**src/rtl/pwm_multichannel_gen_pkg.sv**
```systemverilog
// Shared types for the multichannel PWM generator: alignment mode and
// counter direction encodings.
package pwm_pkg;

  typedef enum logic {
    PWM_EDGE   = 1'b0,
    PWM_CENTER = 1'b1
  } pwm_mode_t;

  localparam logic DIR_UP   = 1'b0;
  localparam logic DIR_DOWN = 1'b1;

endpackage

```
**src/rtl/pwm_multichannel_gen_channel.sv**
```systemverilog
// One PWM channel: duty shadow register, active duty loaded at reload,
// unsigned compare against the shared counter and a registered output.
module pwm_channel #(
  parameter int WIDTH = 8
) (
  input  logic             clk,
  input  logic             rst,
  input  logic             enable,
  input  logic             wr_en,
  input  logic [WIDTH-1:0] wr_duty,
  input  logic             reload,
  input  logic [WIDTH-1:0] cnt,
  output logic             pwm
);

  logic [WIDTH-1:0] duty_sh_r;
  logic [WIDTH-1:0] duty_act_r;
  logic             pwm_r;

  // Host writes land in the shadow; they never touch the running duty directly.
  always_ff @(posedge clk or posedge rst) begin
    if (rst) begin
      duty_sh_r <= {WIDTH{1'b0}};
    end else if (wr_en) begin
      duty_sh_r <= wr_duty;
    end else begin
      duty_sh_r <= duty_sh_r;
    end
  end

  // Active duty follows the shadow while idle and only at boundaries while running,
  // so a same-clock write is picked up one period later.
  always_ff @(posedge clk or posedge rst) begin
    if (rst) begin
      duty_act_r <= {WIDTH{1'b0}};
      pwm_r      <= 1'b0;
    end else begin
      if (!enable || reload) begin
        duty_act_r <= duty_sh_r;
      end else begin
        duty_act_r <= duty_act_r;
      end
      pwm_r <= enable && (cnt < duty_act_r);
    end
  end

  assign pwm = pwm_r;

endmodule

```
**src/rtl/pwm_multichannel_gen.sv**
```systemverilog
// CH-channel PWM generator: shared prescaler and edge/center-aligned period
// counter, with period/mode/duty values reloaded glitch-free at period boundaries.
module pwm_multichannel_gen
  import pwm_pkg::*;
#(
  parameter  int CH    = 4,
  parameter  int WIDTH = 8,
  parameter  int PSC_W = 8,
  localparam int CH_W  = (CH > 1) ? $clog2(CH) : 1
) (
  input  logic             clk,
  input  logic             rst,
  input  logic             enable,
  input  logic             mode_in,
  input  logic [PSC_W-1:0] psc_in,
  input  logic [WIDTH-1:0] period_in,
  input  logic             wr_en,
  input  logic [CH_W-1:0]  wr_ch,
  input  logic [WIDTH-1:0] wr_duty,
  output logic [CH-1:0]    pwm_out,
  output logic             period_tick
);

  logic [PSC_W-1:0] psc_cnt_r, psc_nxt_s;
  logic [WIDTH-1:0] cnt_r, cnt_nxt_s;
  logic             dir_r, dir_nxt_s;
  logic [WIDTH-1:0] period_act_r;
  pwm_mode_t        mode_act_r;
  logic             period_tick_r;
  logic             tick_s;
  logic             boundary_s;
  logic [CH-1:0]    wr_sel_s;

  // Tick and period-boundary detection for the active alignment mode.
  always_comb begin
    tick_s     = enable && (psc_cnt_r == psc_in);
    boundary_s = 1'b0;
    case (mode_act_r)
      PWM_EDGE:   boundary_s = tick_s && (cnt_r >= period_act_r);
      // a zero period in center mode never leaves 0, so every tick is a boundary
      PWM_CENTER: boundary_s = tick_s && (cnt_r == {WIDTH{1'b0}}) &&
                               ((dir_r == DIR_DOWN) || (period_act_r == {WIDTH{1'b0}}));
      default:    boundary_s = 1'b0;
    endcase
  end

  // Next prescaler, counter and direction values.
  always_comb begin
    psc_nxt_s = (psc_cnt_r >= psc_in) ? {PSC_W{1'b0}} : psc_cnt_r + 1'b1;
    cnt_nxt_s = cnt_r;
    dir_nxt_s = dir_r;
    if (!enable) begin
      psc_nxt_s = {PSC_W{1'b0}};
      cnt_nxt_s = {WIDTH{1'b0}};
      dir_nxt_s = DIR_UP;
    end else if (boundary_s) begin
      // center mode is already sitting at 0, so the new period starts climbing at once
      dir_nxt_s = DIR_UP;
      if ((mode_act_r == PWM_CENTER) && (period_in != {WIDTH{1'b0}})) begin
        cnt_nxt_s = {{(WIDTH-1){1'b0}}, 1'b1};
      end else begin
        cnt_nxt_s = {WIDTH{1'b0}};
      end
    end else if (!tick_s) begin
      cnt_nxt_s = cnt_r;
    end else if (mode_act_r == PWM_EDGE) begin
      cnt_nxt_s = cnt_r + 1'b1;
    end else if (dir_r == DIR_UP) begin
      if (cnt_r >= period_act_r) begin
        cnt_nxt_s = cnt_r - 1'b1;
        dir_nxt_s = DIR_DOWN;
      end else begin
        cnt_nxt_s = cnt_r + 1'b1;
      end
    end else begin
      cnt_nxt_s = cnt_r - 1'b1;
    end
  end

  // Shared counter state plus period/mode shadows that track inputs while idle.
  always_ff @(posedge clk or posedge rst) begin
    if (rst) begin
      psc_cnt_r     <= {PSC_W{1'b0}};
      cnt_r         <= {WIDTH{1'b0}};
      dir_r         <= DIR_UP;
      period_act_r  <= {WIDTH{1'b0}};
      mode_act_r    <= PWM_EDGE;
      period_tick_r <= 1'b0;
    end else begin
      psc_cnt_r     <= psc_nxt_s;
      cnt_r         <= cnt_nxt_s;
      dir_r         <= dir_nxt_s;
      period_tick_r <= boundary_s;
      if (!enable || boundary_s) begin
        period_act_r <= period_in;
        mode_act_r   <= pwm_mode_t'(mode_in);
      end else begin
        period_act_r <= period_act_r;
        mode_act_r   <= mode_act_r;
      end
    end
  end

  // Channel select decode; an out-of-range wr_ch matches no channel.
  always_comb begin
    for (int i = 0; i < CH; i++) begin
      wr_sel_s[i] = wr_en && (wr_ch == CH_W'(i));
    end
  end

  for (genvar g = 0; g < CH; g++) begin : g_ch
    pwm_channel #(.WIDTH(WIDTH)) u_ch (
      .clk     (clk),
      .rst     (rst),
      .enable  (enable),
      .wr_en   (wr_sel_s[g]),
      .wr_duty (wr_duty),
      .reload  (boundary_s),
      .cnt     (cnt_r),
      .pwm     (pwm_out[g])
    );
  end

  assign period_tick = period_tick_r;

endmodule
```
**config.mk**
```make
export PLATFORM = sky130hd
export DESIGN_NAME = pwm_multichannel_gen
export DESIGN_NICKNAME = d
export VERILOG_FILES = /design/src/rtl/pwm_multichannel_gen_pkg.sv /design/src/rtl/pwm_multichannel_gen_channel.sv /design/src/rtl/pwm_multichannel_gen.sv
export SDC_FILE = /design/constraint.sdc
export NUM_CORES = 1
export LEC_CHECK = 0
export CAP_MARGIN = 20
export CORE_MARGIN = 2
export CORE_UTILIZATION = 45
export DETAILED_ROUTE_END_ITERATION = 8
export PLACE_DENSITY = 0.71
export SETUP_SLACK_MARGIN = 0.02
export SLEW_MARGIN = 40
export SYNTH_ARGS = -nofsm -noshare
export SYNTH_HDL_FRONTEND = slang
export SYNTH_SLANG_ARGS = --single-unit
```
**constraint.sdc**
```tcl
create_clock -name clk -period 3.7 [get_ports clk]
set_input_delay 0.37 -clock clk [delete_from_list [all_inputs] [get_ports clk]]
set_output_delay 0.37 -clock clk [all_outputs]
set_load 0.02 [all_outputs]
```
==> flow_metrics.tcl <==
set metrics [dict create \
    yosys-top-cells-area "dfrtp_1 47%, ha_1 12%, mux2_2 7.2%, inv_1 4.4%, o21ai_0 4.1%" \
    drv_slew 0 \
    hold_class "input port to asynchronous set/reset pin" \
    final_common_cell "dfrtp_1" \
    endpoint "g_ch[3].u_ch.duty_act_r[3]" \
    clkTransAtPathRegs_ns 0.10 \
    fmax_mhz 336 \
    cts_resized 0 \
    yosys.area.top_type "dfrtp_1" \
    final_cell_mix "95 x dfrtp_1, 58 x inv_1, 47 x ha_1" \
    grt_use_total_pct 18.4 \
    placementRows 38 \
    cp_max_fo 33 \
    cts.hold.buffers_added 0 \
    dieArea_um2 12000 \
    critPathArrivalTime_ns 3.21 \
    final_cells 662 \
    cts_buffer_depth 2 \
    highest_layer "met4" \
    core_area_um2 10900 \
    max_stage_delay_ns 0.55 \
    via_per_inst 5.34 \
    synth-async-reset-ratio_pct 100 \
    antenna_left 0 \
    grt_max_degree 51 \
    routed-wl-met2_mm 4.97 \
    drtIter0Drc 153 \
    synthCells 482 \
    cts-root-buf "clkbuf_8" \
    reg2reg_from "cnt_r[0]" \
    wl_per_cell_um 15.2 \
    synth-edff-count 0 \
    min_period_ns 2.97 \
    globalRouteOverflowTotal 0 \
    clock-sinks 95 \
    ys_types 43 \
    yosysWarnings 0 \
    setup_tns_ns 0 \
    routabilityCongestion 0.820 \
    outcome "finished clean" \
    worst-endpoint-required_ns 3.93 \
    rsz0062_at_grt "false" \
    drt-met1-wl_mm 4.61 \
    finClkSkew_ns 0.0145 \
    h-tree-depth 3 \
    dp_cells 646 \
    ys.flop_type "dfrtp_1" \
    r2r-end "g_ch[3].u_ch.duty_act_r[3]" \
    power_density_nw_per_um2 417 \
    hold_violations 0 \
    n_antenna_cell 0 \
    cts_tree "yes" \
    setup_viol 0 \
    dr_wl_met3_um 287 \
    grt_pass1_wl_mm 17.0 \
    drive_gt1_share_pct 13.6 \
    crit_chain "inv_1 -> ha_1 -> nand2b_1 -> a2111o_1 -> a31o_2 -> a221o_2 -> buf_4 -> nand2_1 -> o21ai_0" \
    areaGrowthSynthToFinish_pct 13.6 \
    rrSetupSlack_ns 0.73 \
    power.leakage_nw 2.73 \
    final_nets 595 \
    max-slew-margin-rel_pct 48.7 \
    start_util_pct 46.2 \
    drc 0 \
    place_hpwl_mm 7.34 \
    crit_path_start "cnt_r[0]" \
    endpoint_kind "flop" \
    grt_pass1_vias 3556 \
    ys_seq_area_share_pct 47.2 \
    synth_fp_nets 560 \
    antenna_found_initial 0 \
    drtPass1Iterations 4 \
    tightestPinTransition_ns 0.761 \
    start_kind "flop" \
    netlist_area_um2 5030 \
    cts_setup_buffers 0 \
    ff2ff_path_depth 9 \
    die_h_um 110 \
    numCtsBuffers 9 \
    ioPinCount 36 \
    post-route-period-util_pct 80.4 \
    path_buf_inv 2 \
    crit_slowest_cell "dfrtp_1" \
    fillers 999 \
    synth.avg_cell_area_um2 10.4 \
    yosysTopAreaCellShare_pct 47.2 \
    io_buffers 35 \
    fp.dieW_um 110 \
    clock_latency_ns 0.37 \
    synth_seq_cells 95 \
    irDropWorstVdd_v 0.000255 \
    crit_family "compound AO/OA/AOI/OAI gates" \
    maxCapViolCount 0 \
    wirelength_mm 10.1 \
    cp.depth 9 \
    criticalPathCategory "flop to flop" \
    vias 3538 \
]
## synthesized netlist by cell type (6+ instances only)
library cell / instances
a21oi_1: 7
a21o_1: 9
clkbuf_1: 6
mux2_2: 32
o21ai_0: 41
nor4_1: 6
dfrtp_1: 95
inv_1: 59
ha_1: 47
a211oi_1: 7
nor2_1: 28
nor3_1: 6
nand3_1: 11
nand2b_1: 8
nand2_1: 42
o21ai_1: 12
## power breakdown
group	switching, W	internal, W
clock	0.000377	0.000335
combinational	0.000209	0.000207
sequential	0.0000716	0.00119
## cell type report
| class | instances | area [um2] | area share [%] |
|---|---|---|---|
| sequential | 95 | 2380 | 41.6 |
| multi-input combinational | 312 | 2330 | 40.8 |
| timing repair buffer | 40 | 400 | 7.00 |
| inverter | 59 | 226 | 3.96 |
| tap | 140 | 175 | 3.06 |
| clock buffer | 10 | 138 | 2.41 |
| clock inverter | 6 | 66.3 | 1.16 |
## per-stage QoR
stage | setup WS (ns) | hold slack (ns) | total power (W) | cell area, um2 | utilization (%)
after CTS | 0.735 | 0.375 | 0.00241 | 5720 | 52.5
after global placement | 0.712 | 0.456 | 0.00167 | 5510 | 50.6
after global routing | 0.537 | 0.389 | 0.00252 | 5720 | 52.5
after floorplan | 0.853 | 0.444 | 0.00156 | 5030 | -
after detailed placement | 0.608 | 0.461 | 0.00170 | 5510 | 50.6
final | 0.726 | 0.362 | 0.00238 | 5720 | 52.5
## registers in the layout (all words and copies together), names as in the netlist
register	flops
dir_r	1
period_act_r	8
period_tick	1
g_ch.u_ch.duty_act_r	32
mode_act_r	1
g_ch.u_ch.duty_sh_r	32
cnt_r	8
g_ch.u_ch.pwm	4
psc_cnt_r	8
## worst min path at each step
stage	slack, ns	endpoint	cells past startpoint	startpoint
2_1_floorplan	0.44	g_ch[2].u_ch.duty_act_r[5]	2	g_ch[2].u_ch.duty_sh_r[5]
3_3_place_gp	0.46	g_ch[1].u_ch.duty_act_r[7]	2	g_ch[1].u_ch.duty_sh_r[7]
3_5_place_dp	0.46	g_ch[1].u_ch.duty_act_r[5]	2	g_ch[1].u_ch.duty_sh_r[5]
4_1_cts	0.37	g_ch[2].u_ch.pwm	2	rst
5_1_grt	0.39	g_ch[2].u_ch.duty_sh_r[0]	2	rst
6_report	0.36	g_ch[2].u_ch.duty_sh_r[0]	2	rst
## logic make-up (layout without fill, tap and decap cells)
| family | Yosys count | after routing | share of synthesized area, % |
|---|---|---|---|
| AOI/OAI and AO/OA | 97 | 97 | 12.3 |
| xor gates and xnor gates | 8 | 8 | 1.39 |
| and+or+nand+nor | 123 | 123 | 12.3 |
| DFF | 95 | 95 | 47.2 |
| muxes | 37 | 37 | 8.65 |
| adders and majority gates | 47 | 47 | 11.7 |
| buffers and inverters | 75 | 115 | 6.41 |
## metal layers
layer  vias up  track usage [%]
li1       1737                -
met1      1708             23.9
met2        69             30.6
met3        24             3.44
met4         0             6.60
met5         -                0
## worst register-to-register path, delay by kind of cell, from the launching register on
kind | cells | cell delay (ns)
DFF | 1 | 0.55
and+or+nand+nor | 2 | 0.25
adders and majority gates | 1 | 0.30
AOI/OAI and AO/OA | 4 | 1.33
buffers and inverters | 2 | 0.42
Note: power is estimated with default switching activity, not from simulation.
